--- config.mk ---
export PLATFORM = sky130hd
export DESIGN_NAME = bitty_seq_ctrl
export DESIGN_NICKNAME = d
export VERILOG_FILES = /design/src/rtl/bitty_seq_ctrl.sv
export SDC_FILE = /design/constraint.sdc
export NUM_CORES = 1
export LEC_CHECK = 0
export BUFFER_PORTS_ARGS = -buffer_cell sky130_fd_sc_hd__buf_4
export CAP_MARGIN = 0
export CORE_MARGIN = 1.5
export CORE_UTILIZATION = 42
export CTS_BUF_LIST = sky130_fd_sc_hd__clkbuf_16
export DETAILED_ROUTE_END_ITERATION = 6
export GPL_ROUTABILITY_DRIVEN = 0
export PLACE_DENSITY = 0.68
export SLEW_MARGIN = 20
export SYNTH_ARGS = -nofsm -noshare
export SYNTH_HDL_FRONTEND = slang
export SYNTH_SLANG_ARGS = --single-unit
export TNS_END_PERCENT = 1
--- constraint.sdc ---
create_clock -name clk -period 3.7 [get_ports clk]
set_input_delay 0.74 -clock clk [delete_from_list [all_inputs] [get_ports clk]]
set_output_delay 0.74 -clock clk [all_outputs]
set_load 0.02 [all_outputs]
--- src/rtl/bitty_seq_ctrl.sv ---
// bitty_seq_ctrl: instruction sequencer for the bitty core.
// It owns the PC, fetches from synchronous instruction memory, and issues one
// instruction at a time to the core. It supports single-step, stop requests,
// a done-timeout fault and a committed-instruction counter.
// Optional breakpoint support is enabled by defining BITTY_SEQ_BREAKPOINT_EN.
module bitty_seq_ctrl #(
  parameter int unsigned ADDR_W   = 8,
  parameter int unsigned MEM_LAT  = 1,
  parameter int unsigned TIMEOUT  = 64,
  parameter int unsigned RESET_PC = 0
) (
  input  logic              clk,
  input  logic              rst_n,
  input  logic              start,
  input  logic              stop,
  input  logic              step_mode,
  input  logic              step,
  output logic [ADDR_W-1:0] mem_addr,
  input  logic [15:0]       instr_in,
  output logic [15:0]       instr_out,
  output logic              core_run,
  input  logic              core_done,
  input  logic [ADDR_W-1:0] next_pc,
  output logic              busy,
  output logic              paused,
  output logic              fault,
`ifdef BITTY_SEQ_BREAKPOINT_EN
  input  logic              bp_en,
  input  logic [ADDR_W-1:0] bp_addr,
  output logic              bp_hit,
`endif
  output logic [15:0]       instr_count
);

  localparam int unsigned WAIT_W = (MEM_LAT > 1) ? $clog2(MEM_LAT) : 1;
  localparam int unsigned TO_W   = $clog2(TIMEOUT);

  typedef enum logic [2:0] {
    S_IDLE, S_FETCH, S_MEMWAIT, S_ISSUE, S_EXEC, S_COMMIT, S_PAUSE, S_FAULT
  } state_t;

  state_t              state_q, state_d;
  logic [ADDR_W-1:0]   pc_q, pc_d;
  logic [15:0]         instr_q, instr_d;
  logic [15:0]         count_q, count_d;
  logic                stop_pend_q, stop_pend_d;
  logic [WAIT_W-1:0]   wait_q, wait_d;
  logic [TO_W-1:0]     tmo_q, tmo_d;
`ifdef BITTY_SEQ_BREAKPOINT_EN
  logic                bp_skip_q, bp_skip_d;
  logic                bp_hit_q, bp_hit_d;
`endif

  assign mem_addr    = pc_q;
  assign instr_out   = instr_q;
  assign instr_count = count_q;
`ifdef BITTY_SEQ_BREAKPOINT_EN
  assign bp_hit      = bp_hit_q;
`endif

  // Next-state and datapath update for the sequencer.
  always_comb begin
    state_d     = state_q;
    pc_d        = pc_q;
    instr_d     = instr_q;
    count_d     = count_q;
    stop_pend_d = stop_pend_q;
    wait_d      = wait_q;
    tmo_d       = tmo_q;
`ifdef BITTY_SEQ_BREAKPOINT_EN
    bp_skip_d   = bp_skip_q;
    bp_hit_d    = bp_hit_q;
`endif

    // A stop while an instruction is in flight is remembered until commit.
    if (stop && (state_q inside {S_FETCH, S_MEMWAIT, S_ISSUE, S_EXEC, S_COMMIT})) begin
      stop_pend_d = 1'b1;
    end

    case (state_q)
      S_IDLE: begin
        if (start) state_d = S_FETCH;
      end
      S_FETCH: begin
        wait_d  = '0;
        state_d = S_MEMWAIT;
`ifdef BITTY_SEQ_BREAKPOINT_EN
        bp_skip_d = 1'b0;
        if (bp_en && (pc_q == bp_addr) && !bp_skip_q) begin
          state_d  = S_PAUSE;
          bp_hit_d = 1'b1;
        end
`endif
      end
      S_MEMWAIT: begin
        if (wait_q == WAIT_W'(MEM_LAT - 1)) state_d = S_ISSUE;
        else                                 wait_d  = wait_q + WAIT_W'(1);
      end
      S_ISSUE: begin
        instr_d = instr_in;
        tmo_d   = '0;
        state_d = S_EXEC;
      end
      S_EXEC: begin
        if (core_done)                          state_d = S_COMMIT;
        else if (tmo_q == TO_W'(TIMEOUT - 1))   state_d = S_FAULT;
        else                                    tmo_d   = tmo_q + TO_W'(1);
      end
      S_COMMIT: begin
        pc_d    = next_pc;
        count_d = count_q + 16'd1;
        if (stop_pend_q || stop) begin
          stop_pend_d = 1'b0;
          state_d     = S_IDLE;
        end else if (step_mode) begin
          state_d = S_PAUSE;
        end else begin
          state_d = S_FETCH;
        end
      end
      S_PAUSE: begin
        stop_pend_d = 1'b0;
        if (stop) begin
          state_d = S_IDLE;
        end else if (step) begin
          state_d = S_FETCH;
`ifdef BITTY_SEQ_BREAKPOINT_EN
          bp_skip_d = 1'b1;
`endif
        end
`ifdef BITTY_SEQ_BREAKPOINT_EN
        if (stop || step) bp_hit_d = 1'b0;
`endif
      end
      S_FAULT: begin
        if (start) begin
          pc_d        = ADDR_W'(RESET_PC);
          stop_pend_d = 1'b0;
          state_d     = S_FETCH;
        end
      end
      default: state_d = S_IDLE;
    endcase
  end

  // State, datapath and registered status decode.
  always_ff @(posedge clk or negedge rst_n) begin
    if (!rst_n) begin
      state_q     <= S_IDLE;
      pc_q        <= ADDR_W'(RESET_PC);
      instr_q     <= '0;
      count_q     <= '0;
      stop_pend_q <= 1'b0;
      wait_q      <= '0;
      tmo_q       <= '0;
      core_run    <= 1'b0;
      busy        <= 1'b0;
      paused      <= 1'b0;
      fault       <= 1'b0;
`ifdef BITTY_SEQ_BREAKPOINT_EN
      bp_skip_q   <= 1'b0;
      bp_hit_q    <= 1'b0;
`endif
    end else begin
      state_q     <= state_d;
      pc_q        <= pc_d;
      instr_q     <= instr_d;
      count_q     <= count_d;
      stop_pend_q <= stop_pend_d;
      wait_q      <= wait_d;
      tmo_q       <= tmo_d;
      core_run    <= (state_d == S_ISSUE);
      busy        <= (state_d inside {S_FETCH, S_MEMWAIT, S_ISSUE, S_EXEC, S_COMMIT});
      paused      <= (state_d == S_PAUSE);
      fault       <= (state_d == S_FAULT);
`ifdef BITTY_SEQ_BREAKPOINT_EN
      bp_skip_q   <= bp_skip_d;
      bp_hit_q    <= bp_hit_d;
`endif
    end
  end

endmodule

==> flow_metrics.env, run 1 <==
export IMPL_outcome="finished clean"
export IMPL_drtPass1Iterations=4
export IMPL_ys_top_cells_by_area="dfrtp_1, mux2_2, xnor2_1"
export IMPL_min_path_type="flip-flop to flip-flop"
export IMPL_grt_overflow_total=0
export IMPL_synth_cell_area_um2=2300
export IMPL_synth_cells=189
export IMPL_htree_levels=2
export IMPL_met2_length_mm=2.109
export IMPL_synth_nets=222
export IMPL_p_int_mw=1.467
export IMPL_drt_met1_wl_mm=2.034
export IMPL_finalHoldViolations=0
export IMPL_setup_worst_path_end_class="flip-flop"
export IMPL_drv_cap=0
export IMPL_nets=297
export IMPL_synth_area_leader_cell="dfrtp_1"
export IMPL_numPortBuffers=74
export IMPL_antenna_found_initial=0
export IMPL_clkLatencyLatePin_ps=280
export IMPL_die_area_um2=5928
export IMPL_final_layout_size_suffix_gt1_frac=0.3774
export IMPL_yosys_most_used_dff="dfrtp_1"
export IMPL_drt_iter0_drc=75
export IMPL_dp_hpwl_mm=3.127
export IMPL_clk_pin_slew_worst_paths_ps=70
export IMPL_rows=26
export IMPL_setup_viol=0
export IMPL_fin_crit_sh=0.5483
export IMPL_antenna_left=0
export IMPL_grt_pass1_vias=1649
export IMPL_post_cts_buffers=0
export IMPL_async_reset_ff_frac=1.000
export IMPL_rsz0062_at_grt="false"
export IMPL_worstMarginPinSlew_ps=980.8
export IMPL_nFillCells=463
export IMPL_arrival_ps=2190
export IMPL_fin_setup_tns_ps=0
export IMPL_drc=0
export IMPL_area_growth_pct=32.92
export IMPL_highest_layer="met4"
export IMPL_fp_dieH_um=77.00
export IMPL_hold_ws_ps=471.8
export IMPL_ys_seq_elements=54
export IMPL_yosysTopAreaCellShare=0.5876
export IMPL_drt_wl_total_mm=4.390
export IMPL_yosys_warnings=0
export IMPL_numClockSinks=54
export IMPL_antennaDiodeCount=0
export IMPL_crit_path_max_fanout=23
export IMPL_netlist_cell_type_count=34
export IMPL_p_seq_frac=0.416
export IMPL_slew_viol_final=0
export IMPL_synth_edf_count=0
export IMPL_met3_length_um=214
export IMPL_fin_skew_ps=7.768
export IMPL_powerDensity_nw_per_um2=736.6
export IMPL_comb_power_share=0.386
export IMPL_cts_buffer_depth=2
export IMPL_switching_power_uw=785.2
export IMPL_path_class="flip-flop to flip-flop"
export IMPL_grt_pass1_wl_mm=7.755
export IMPL_seq_area_frac_synth=0.5876
export IMPL_grt_max_degree=55
export IMPL_wire_per_inst_um=13.10
export IMPL_start_util=0.4418
export IMPL_ir_drop_v=0.0003654
export IMPL_synth_area_per_cell_um2=12.17
export IMPL_boundaryPins=75
export IMPL_cp_required_ps=3870
export IMPL_p_sw_frac=0.3487
export IMPL_core_um2=5205
export IMPL_fp_dieW_um=77.00
export IMPL_post_route_util=0.5873
export IMPL_cts_resized=0
export IMPL_ctsRootBufferMaster="clkbuf_16"
export IMPL_cts_buffers=5
export IMPL_power_leakage_nw=1.476
export IMPL_layout_min_cycle_time_ps=2029
export IMPL_cts_tree="yes"
export IMPL_grt_usage=0.1618
export IMPL_viasPerCell=4.994
export IMPL_slew_headroom=0.3442
export IMPL_ctsHoldBuffers=0
export IMPL_vias=1673
export IMPL_max_freq_mhz=492.9
export IMPL_clkPwrFrac=0.198
export IMPL_critPathLaunchType="flip-flop"
## worst max-delay path, stage by stage (launching register included)
cell and delay (ps):
dfrtp_1 600, nand3b_1 750, mux2_2 550
## state kept, by name (all words and copies together) (netlist names)
signal       cells
fault            1
state_q          3
busy             1
tmo_q            6
instr_count     16
paused           1
instr_out       16
mem_addr         8
stop_pend_q      1
core_run         1
## cells by family (layout without fill, tap and decap cells)
logic type | Yosys count | in the layout | synth area share
xor+xnor | 17 | 17 | 0.06474
simple gates | 65 | 65 | 0.1534
mux | 19 | 19 | 0.09140
fa+ha+maj | 2 | 2 | 0.01088
buf+inv | 8 | 84 | 0.01578
compound gates | 24 | 24 | 0.07617
flops | 54 | 54 | 0.5876
## power groups by stage
| stage | clock network (mW) | registers (mW) | logic [mW] |
|---|---|---|---|
| global placement | 0 | 0.943 | 0.871 |
| floorplan | 0 | 1.09 | 0.385 |
| detailed placement | 0 | 0.948 | 0.884 |
| CTS | 0.460 | 0.939 | 0.885 |
| global route | 0.489 | 0.976 | 0.944 |
| finish | 0.445 | 0.937 | 0.869 |
## final timing paths
path / slack, ps / to / cells after the start / from
max: 1670 / instr_out[8] / 2 / state_q[0]
min in group asynchronous: 490 / mem_addr[1] / 1 / rst_n
max reg2reg: 1670 / instr_out[8] / 2 / state_q[0]
min reg2reg: 470 / instr_count[15] / 1 / instr_count[15]
min: 470 / instr_count[15] / 1 / instr_count[15]
max in group asynchronous: 2780 / instr_count[1] / 1 / rst_n
## metal layers
layer / track usage / up-vias
met3: 0.04405 / 4
met4: 0.03636 / 0
li1: - / 822
met1: 0.2278 / 809
met5: 0 / -
met2: 0.2504 / 38
## synthesized netlist by cell type (2+ instances only)
library cell	n
nand4_1	7
o21bai_1	2
nor2b_1	5
a22o_1	8
nor2_1	8
dfrtp_1	54
xor2_1	4
o21ai_0	2
nand2_1	16
ha_1	2
and2_1	2
nand3_1	8
buf_2	5
a21oi_1	5
o221ai_1	2
mux2i_1	3
nand3b_1	3
mux2_2	16
o211ai_1	3
xnor2_1	13
nor3_1	5
nand2b_1	3
inv_1	2
## metrics by stage
stage	cell area, um2	std cells	total power [mW]	setup slack [ps]
floorplan	2300	189	1.475	1775
global placement	2914	327	1.814	1631
detailed placement	2914	327	1.832	1604
CTS	3057	335	2.283	1608
global route	3057	335	2.410	1424
finish	3057	335	2.252	1671
## cell type report
class                           count  area (um2)  area share
Multi-Input combinational cell    127       912.1      0.2984
Inverter                            2       7.507    0.002456
Sequential cell                    54        1351      0.4421
Clock buffer                        5       125.1     0.04093
Timing Repair Buffer               74       555.5      0.1817
Tap cell                           70       87.58     0.02865
Clock inverter                      3       17.52    0.005731
## layout by cell type, fill, tap and decap left out, types with 2 or more instances in the layout
cell / instances
buf_4: 74
dfrtp_1: 54
nand2_1: 16
mux2_2: 16
xnor2_1: 13
nor2_1: 8
nand3_1: 8
a22o_1: 8
nand4_1: 7
nor3_1: 5
a21oi_1: 5
nor2b_1: 5
clkbuf_16: 5
xor2_1: 4
nand3b_1: 3
nand2b_1: 3
o211ai_1: 3
inv_1: 3
mux2i_1: 3
o21bai_1: 2
o221ai_1: 2
and2_1: 2
o21ai_0: 2
ha_1: 2
(Power assumes the default switching activity.)
==> run 2, diff against run 1 <==
==> constraint.sdc (replaced) <==
create_clock -name clk -period 1.94 [get_ports clk]
set_input_delay 0.388 -clock clk [delete_from_list [all_inputs] [get_ports clk]]
set_output_delay 0.388 -clock clk [all_outputs]
set_load 0.02 [all_outputs]
==> run 2 against run 1 <==
  * Critical path depth grew 2
  * First-iteration DRC count shrank 20%
  * Sequential share of layout area shrank 0.87 points
  * Clock skew shrank 2.2 ps
  * Largest power group is now combinational cells
==> flow_metrics.env, run 2 (synthesized netlist as in run 1, its figures left out) <==
export IMPL_vias=1713
export IMPL_clkLatencyLatePin_ps=290
export IMPL_drt_iter0_drc=60
export IMPL_drtPass1Iterations=4
export IMPL_fin_crit_sh=0.8765
export IMPL_finalHoldViolations=0
export IMPL_drc=0
export IMPL_slowest_stage="or4b_4"
export IMPL_cts_resized=0
export IMPL_clkPwrFrac=0.219
export IMPL_final_cell_mix="buf_4, dfrtp_1, nand2_1, mux2_2, xnor2_1"
export IMPL_path_cells="or4b_4, a21o_1, or3_1, a21boi_1"
export IMPL_setup_viol=0
export IMPL_viasPerCell=5.038
export IMPL_cp_required_ps=2150
export IMPL_grt_max_degree=55
export IMPL_antenna_found_initial=0
export IMPL_antenna_left=0
export IMPL_critPathLaunchType="flip-flop"
export IMPL_path_class="flip-flop to flip-flop"
export IMPL_setup_slack_ps=239.6
export IMPL_wire_per_inst_um=13.23
export IMPL_final_common_cell="buf_4"
export IMPL_grt_pass1_vias=1633
export IMPL_worstSetupEndpoint="tmo_q[3]"
export IMPL_crit_cells=4
export IMPL_critPathLaunch="state_q[1]"
export IMPL_final_layout_size_suffix_gt1_frac=0.3889
export IMPL_rows=26
export IMPL_max_stage_delay_ps=550
export IMPL_switching_power_mw=1.521
export IMPL_slew_headroom=0.5567
export IMPL_comb_power_share=0.401
export IMPL_p_sw_frac=0.3383
export IMPL_ir_drop_v=0.0008873
export IMPL_arrival_ps=1910
export IMPL_ctsHoldBuffers=0
export IMPL_finish_cell_count_without_fillers=340
export IMPL_power_leakage_nw=1.507
export IMPL_dp_cells=332
export IMPL_fin_skew_ps=5.574
export IMPL_fp_dieW_um=77.00
export IMPL_start_util=0.4418
export IMPL_outcome="finished clean"
export IMPL_grt_overflow_total=0
export IMPL_antennaDiodeCount=0
export IMPL_ctsRootBufferMaster="clkbuf_16"
export IMPL_min_path_type="primary input to async pin"
export IMPL_rr_startpoint="state_q[1]"
export IMPL_crit_family="simple AND/OR/NAND/NOR gates"
export IMPL_dp_hpwl_mm=3.198
export IMPL_p_seq_frac=0.380
export IMPL_numClockSinks=54
export IMPL_setup_worst_path_end_class="flip-flop"
export IMPL_boundaryPins=75
export IMPL_cts_buffers=5
export IMPL_r2r_end="tmo_q[3]"
export IMPL_powerDensity_nw_per_um2=1442
export IMPL_fin_setup_tns_ps=0
export IMPL_htree_levels=2
export IMPL_nets=302
export IMPL_post_route_util=0.5990
export IMPL_grt_usage=0.1618
export IMPL_core_um2=5205
export IMPL_crit_path_max_fanout=6
export IMPL_place_worst_setup_slack_ps=197.5
export IMPL_reg2regPathDepth=4
export IMPL_layout_min_cycle_time_ps=1700
export IMPL_max_freq_mhz=588.1
export IMPL_die_area_um2=5928
export IMPL_worstMarginPinSlew_ps=665.0
export IMPL_fp_dieH_um=77.00
export IMPL_post_cts_buffers=0
export IMPL_p_int_mw=2.974
export IMPL_slew_viol_final=0
export IMPL_area_growth_pct=35.58
export IMPL_cts_buffer_depth=2
export IMPL_drv_cap=0
export IMPL_numPortBuffers=74
export IMPL_grt_pass1_wl_mm=7.624
export IMPL_rsz0062_at_grt="false"
export IMPL_drt_wl_total_mm=4.499
export IMPL_cts_tree="yes"
export IMPL_clk_pin_slew_worst_paths_ps=70
export IMPL_rrSetupSlack_ps=240
export IMPL_nFillCells=448
export IMPL_crit_buf_inv=0
run 2: changes by cell type in the layout (fill, tap and decap cells not counted):
cell / delta
buf_4: +5
bufinv_16: +1
clkinv_2: -1
clkinvlp_4: +1
clkinv_4: -1
run 2: worst min-delay path by stage:
| stage | startpoint | endpoint | slack, ps | depth (start not counted) |
|---|---|---|---|---|
| 2_1_floorplan | rst_n | busy | 90 | 0 |
| 4_1_cts | rst_n | mem_addr[5] | 160 | 1 |
| 3_5_place_dp | rst_n | mem_addr[1] | 470 | 1 |
| 5_1_grt | rst_n | state_q[0] | 190 | 1 |
| 6_report | rst_n | mem_addr[5] | 120 | 1 |
| 3_3_place_gp | rst_n | mem_addr[1] | 470 | 1 |
run 2: area by class of cell:
| cell class | count | area (um2) | area share |
|---|---|---|---|
| clock inverters | 3 | 41.29 | 0.01324 |
| flip-flops and latches | 54 | 1351 | 0.4334 |
| well taps | 70 | 87.58 | 0.02809 |
| repair buffers | 79 | 593.1 | 0.1902 |
| clock buffers | 5 | 125.1 | 0.04013 |
| inverters | 2 | 7.507 | 0.002408 |
| multi-input cells | 127 | 912.1 | 0.2925 |
run 2: stage by stage:
stage	total power, mW	instance area, um2	hold slack [ps]
4_1_cts	4.552	3118	162.3
3_5_place_dp	3.551	2952	474.9
3_3_place_gp	3.520	2952	465.3
5_1_grt	4.766	3118	189.9
2_1_floorplan	2.813	2300	92.41
6_report	4.495	3118	121.9
run 2: power groups by stage:
| stage | Sequential, mW | Clock (mW) | Combinational, mW |
|---|---|---|---|
| 2_1_floorplan | 2.08 | 0 | 0.735 |
| 3_3_place_gp | 1.72 | 0 | 1.80 |
| 3_5_place_dp | 1.73 | 0 | 1.83 |
| 4_1_cts | 1.71 | 1.02 | 1.82 |
| 5_1_grt | 1.76 | 1.06 | 1.95 |
| 6_report | 1.71 | 0.985 | 1.80 |
run 2: per-layer routing:
metal  global-route usage  share of wire  routed length (um)  up-vias
met5                    0              0                   0        -
met4              0.04909          0.013                  58        0
met3              0.03929          0.046                 209        7
met2               0.2770           0.48                2159       41
met1               0.2025           0.46                2071      832
li1                     -              -                   -      833
==> run 3, diff against run 2 <==
--- a/config.mk
+++ b/config.mk
@@ -13,6 +13,7 @@
 export DETAILED_ROUTE_END_ITERATION = 6
 export GPL_ROUTABILITY_DRIVEN = 0
 export PLACE_DENSITY = 0.68
+export REMOVE_ABC_BUFFERS = 1
 export SLEW_MARGIN = 20
 export SYNTH_ARGS = -nofsm -noshare
 export SYNTH_HDL_FRONTEND = slang
==> run 3 against run 2 <==
  * Utilization is 0.17 points lower
  * Via count fell by 0.58%
  * Flip-flop and latch count did not move
  * Final area is 0.28% lower
  * Clock skew decreased by 2.5 ps
  * Sequential power is essentially flat
  * Maximum frequency shrank 4.2%
  * First-iteration DRC count rose by 6.7%
  * Routed wire length rose by 1.8%
  * Non-clock buffer count rose by 2
  * Clock power fell by 12%
  * Worst setup slack got worse by 74 ps
  * Critical endpoint unchanged
  * Highest routed layer unchanged
==> flow_metrics.env, run 3 (synthesized netlist as in run 1, its figures left out) <==
export IMPL_crit_path_max_fanout=8
export IMPL_fin_setup_tns_ps=0
export IMPL_rrSetupSlack_ps=170
export IMPL_dpl_cell_area_um2=2967
export IMPL_drtPass1Iterations=4
export IMPL_clk_pin_slew_worst_paths_ps=70
export IMPL_drt_iter0_drc=64
export IMPL_final_cell_mix="buf_4, dfrtp_1, nand2_1, mux2_2, xnor2_1"
export IMPL_viasPerCell=4.980
export IMPL_gr_usage_met3=0.05119
export IMPL_max_freq_mhz=563.6
export IMPL_dp_hpwl_mm=3.311
export IMPL_setup_viol=0
export IMPL_die_area_um2=5928
export IMPL_cp_required_ps=2150
export IMPL_boundaryPins=75
export IMPL_rows=26
export IMPL_reg2regPathDepth=4
export IMPL_cts_buffers=5
export IMPL_fin_skew_ps=3.120
export IMPL_power_leakage_nw=1.510
export IMPL_cts_tree="yes"
export IMPL_r2r_end="tmo_q[3]"
export IMPL_cts_buffer_depth=2
export IMPL_rr_startpoint="state_q[1]"
export IMPL_ir_drop_v=0.0007603
export IMPL_fp_dieW_um=77.00
export IMPL_cts_resized=0
export IMPL_ctsRootBufferMaster="clkbuf_16"
export IMPL_setup_slack_ps=165.8
export IMPL_place_worst_setup_slack_ps=174.9
export IMPL_min_path_type="primary input to async pin"
export IMPL_slowest_stage="or4b_4"
export IMPL_clkLatencyLatePin_ps=290
export IMPL_setup_worst_path_end_class="flip-flop"
export IMPL_drc=0
export IMPL_grt_use_met1=0.2076
export IMPL_fp_dieH_um=77.00
export IMPL_max_stage_delay_ps=570
export IMPL_numClockSinks=54
export IMPL_worstMarginPinSlew_ps=668.0
export IMPL_slew_viol_final=0
export IMPL_finalHoldViolations=0
export IMPL_slew_headroom=0.5547
export IMPL_hold_ws_ps=123.7
export IMPL_fin_crit_sh=0.9145
export IMPL_area_growth_pct=35.20
export IMPL_crit_family="simple AND/OR/NAND/NOR gates"
export IMPL_design_area_um2=3109
export IMPL_core_um2=5205
export IMPL_grt_usage=0.1650
export IMPL_antenna_left=0
export IMPL_antenna_found_initial=0
export IMPL_final_common_cell="buf_4"
export IMPL_drv_cap=0
export IMPL_finalPower_mw=4.396
export IMPL_path_class="flip-flop to flip-flop"
export IMPL_rsz0062_at_grt="false"
export IMPL_drt_wl_total_mm=4.581
export IMPL_gr_max_usage_layer="met2"
export IMPL_nets=304
export IMPL_antennaDiodeCount=0
export IMPL_ctsHoldBuffers=0
export IMPL_start_util=0.4418
export IMPL_crit_buf_inv=0
export IMPL_grt_overflow_total=0
export IMPL_grt_pass1_vias=1695
export IMPL_crit_cells=4
export IMPL_arrival_ps=1990
export IMPL_final_layout_size_suffix_gt1_frac=0.3934
export IMPL_outcome="finished clean"
export IMPL_grt_pass1_wl_mm=7.755
export IMPL_post_cts_buffers=0
export IMPL_path_cells="or4b_4, a21o_1, or3_1, a21boi_1"
export IMPL_grt_max_degree=55
export IMPL_critPathLaunchType="flip-flop"
export IMPL_powerDensity_nw_per_um2=1414
export IMPL_met2_usage=0.2699
export IMPL_numPortBuffers=74
export IMPL_layout_min_cycle_time_ps=1774
export IMPL_vias=1703
export IMPL_wire_per_inst_um=13.39
export IMPL_htree_levels=2
## run 3: changes by cell type in the layout (fill, tap and decap cells not counted), sizes merged
| cell | change |
|---|---|
| buf | +2 |
| clkinv | +2 |
| bufinv | -1 |
| clkinvlp | -1 |
## run 3: worst max-delay path by stage
stage	endpoint	startpoint	slack (ps)
floorplan	tmo_q[3]	state_q[0]	210
global placement	tmo_q[3]	core_done	220
detailed placement	tmo_q[3]	state_q[1]	170
CTS	tmo_q[3]	state_q[1]	160
global route	tmo_q[5]	state_q[1]	100
finish	tmo_q[3]	state_q[1]	170
## run 3: area by class of cell
class                           count  area (um2)
Fill cell                         467        2096
Sequential cell                    54        1351
Multi-Input combinational cell    127       912.1
Timing Repair Buffer               81       608.1
Clock buffer                        5       125.1
Tap cell                           70       87.58
Clock inverter                      3       17.52
Inverter                            2       7.507
## run 3: metrics by stage
step | util | instances
floorplan | - | 183
global placement | 0.5700 | 334
detailed placement | 0.5700 | 334
CTS | 0.5974 | 342
global route | 0.5974 | 342
finish | 0.5974 | 342
## run 3: power breakdown
| group | internal (mW) | leakage, nW | switching, mW |
|---|---|---|---|
| registers | 1.49 | 0.691 | 0.246 |
| logic | 0.895 | 0.744 | 0.902 |
| clock network | 0.474 | 0.0750 | 0.390 |
| total | 2.86 | 1.51 | 1.54 |
## run 3: routing by layer
layer / wire length, um / part of all wire
met5: 0 / 0
met4: 78 / 0.017
met3: 275 / 0.060
met2: 2231 / 0.49
met1: 1994 / 0.44
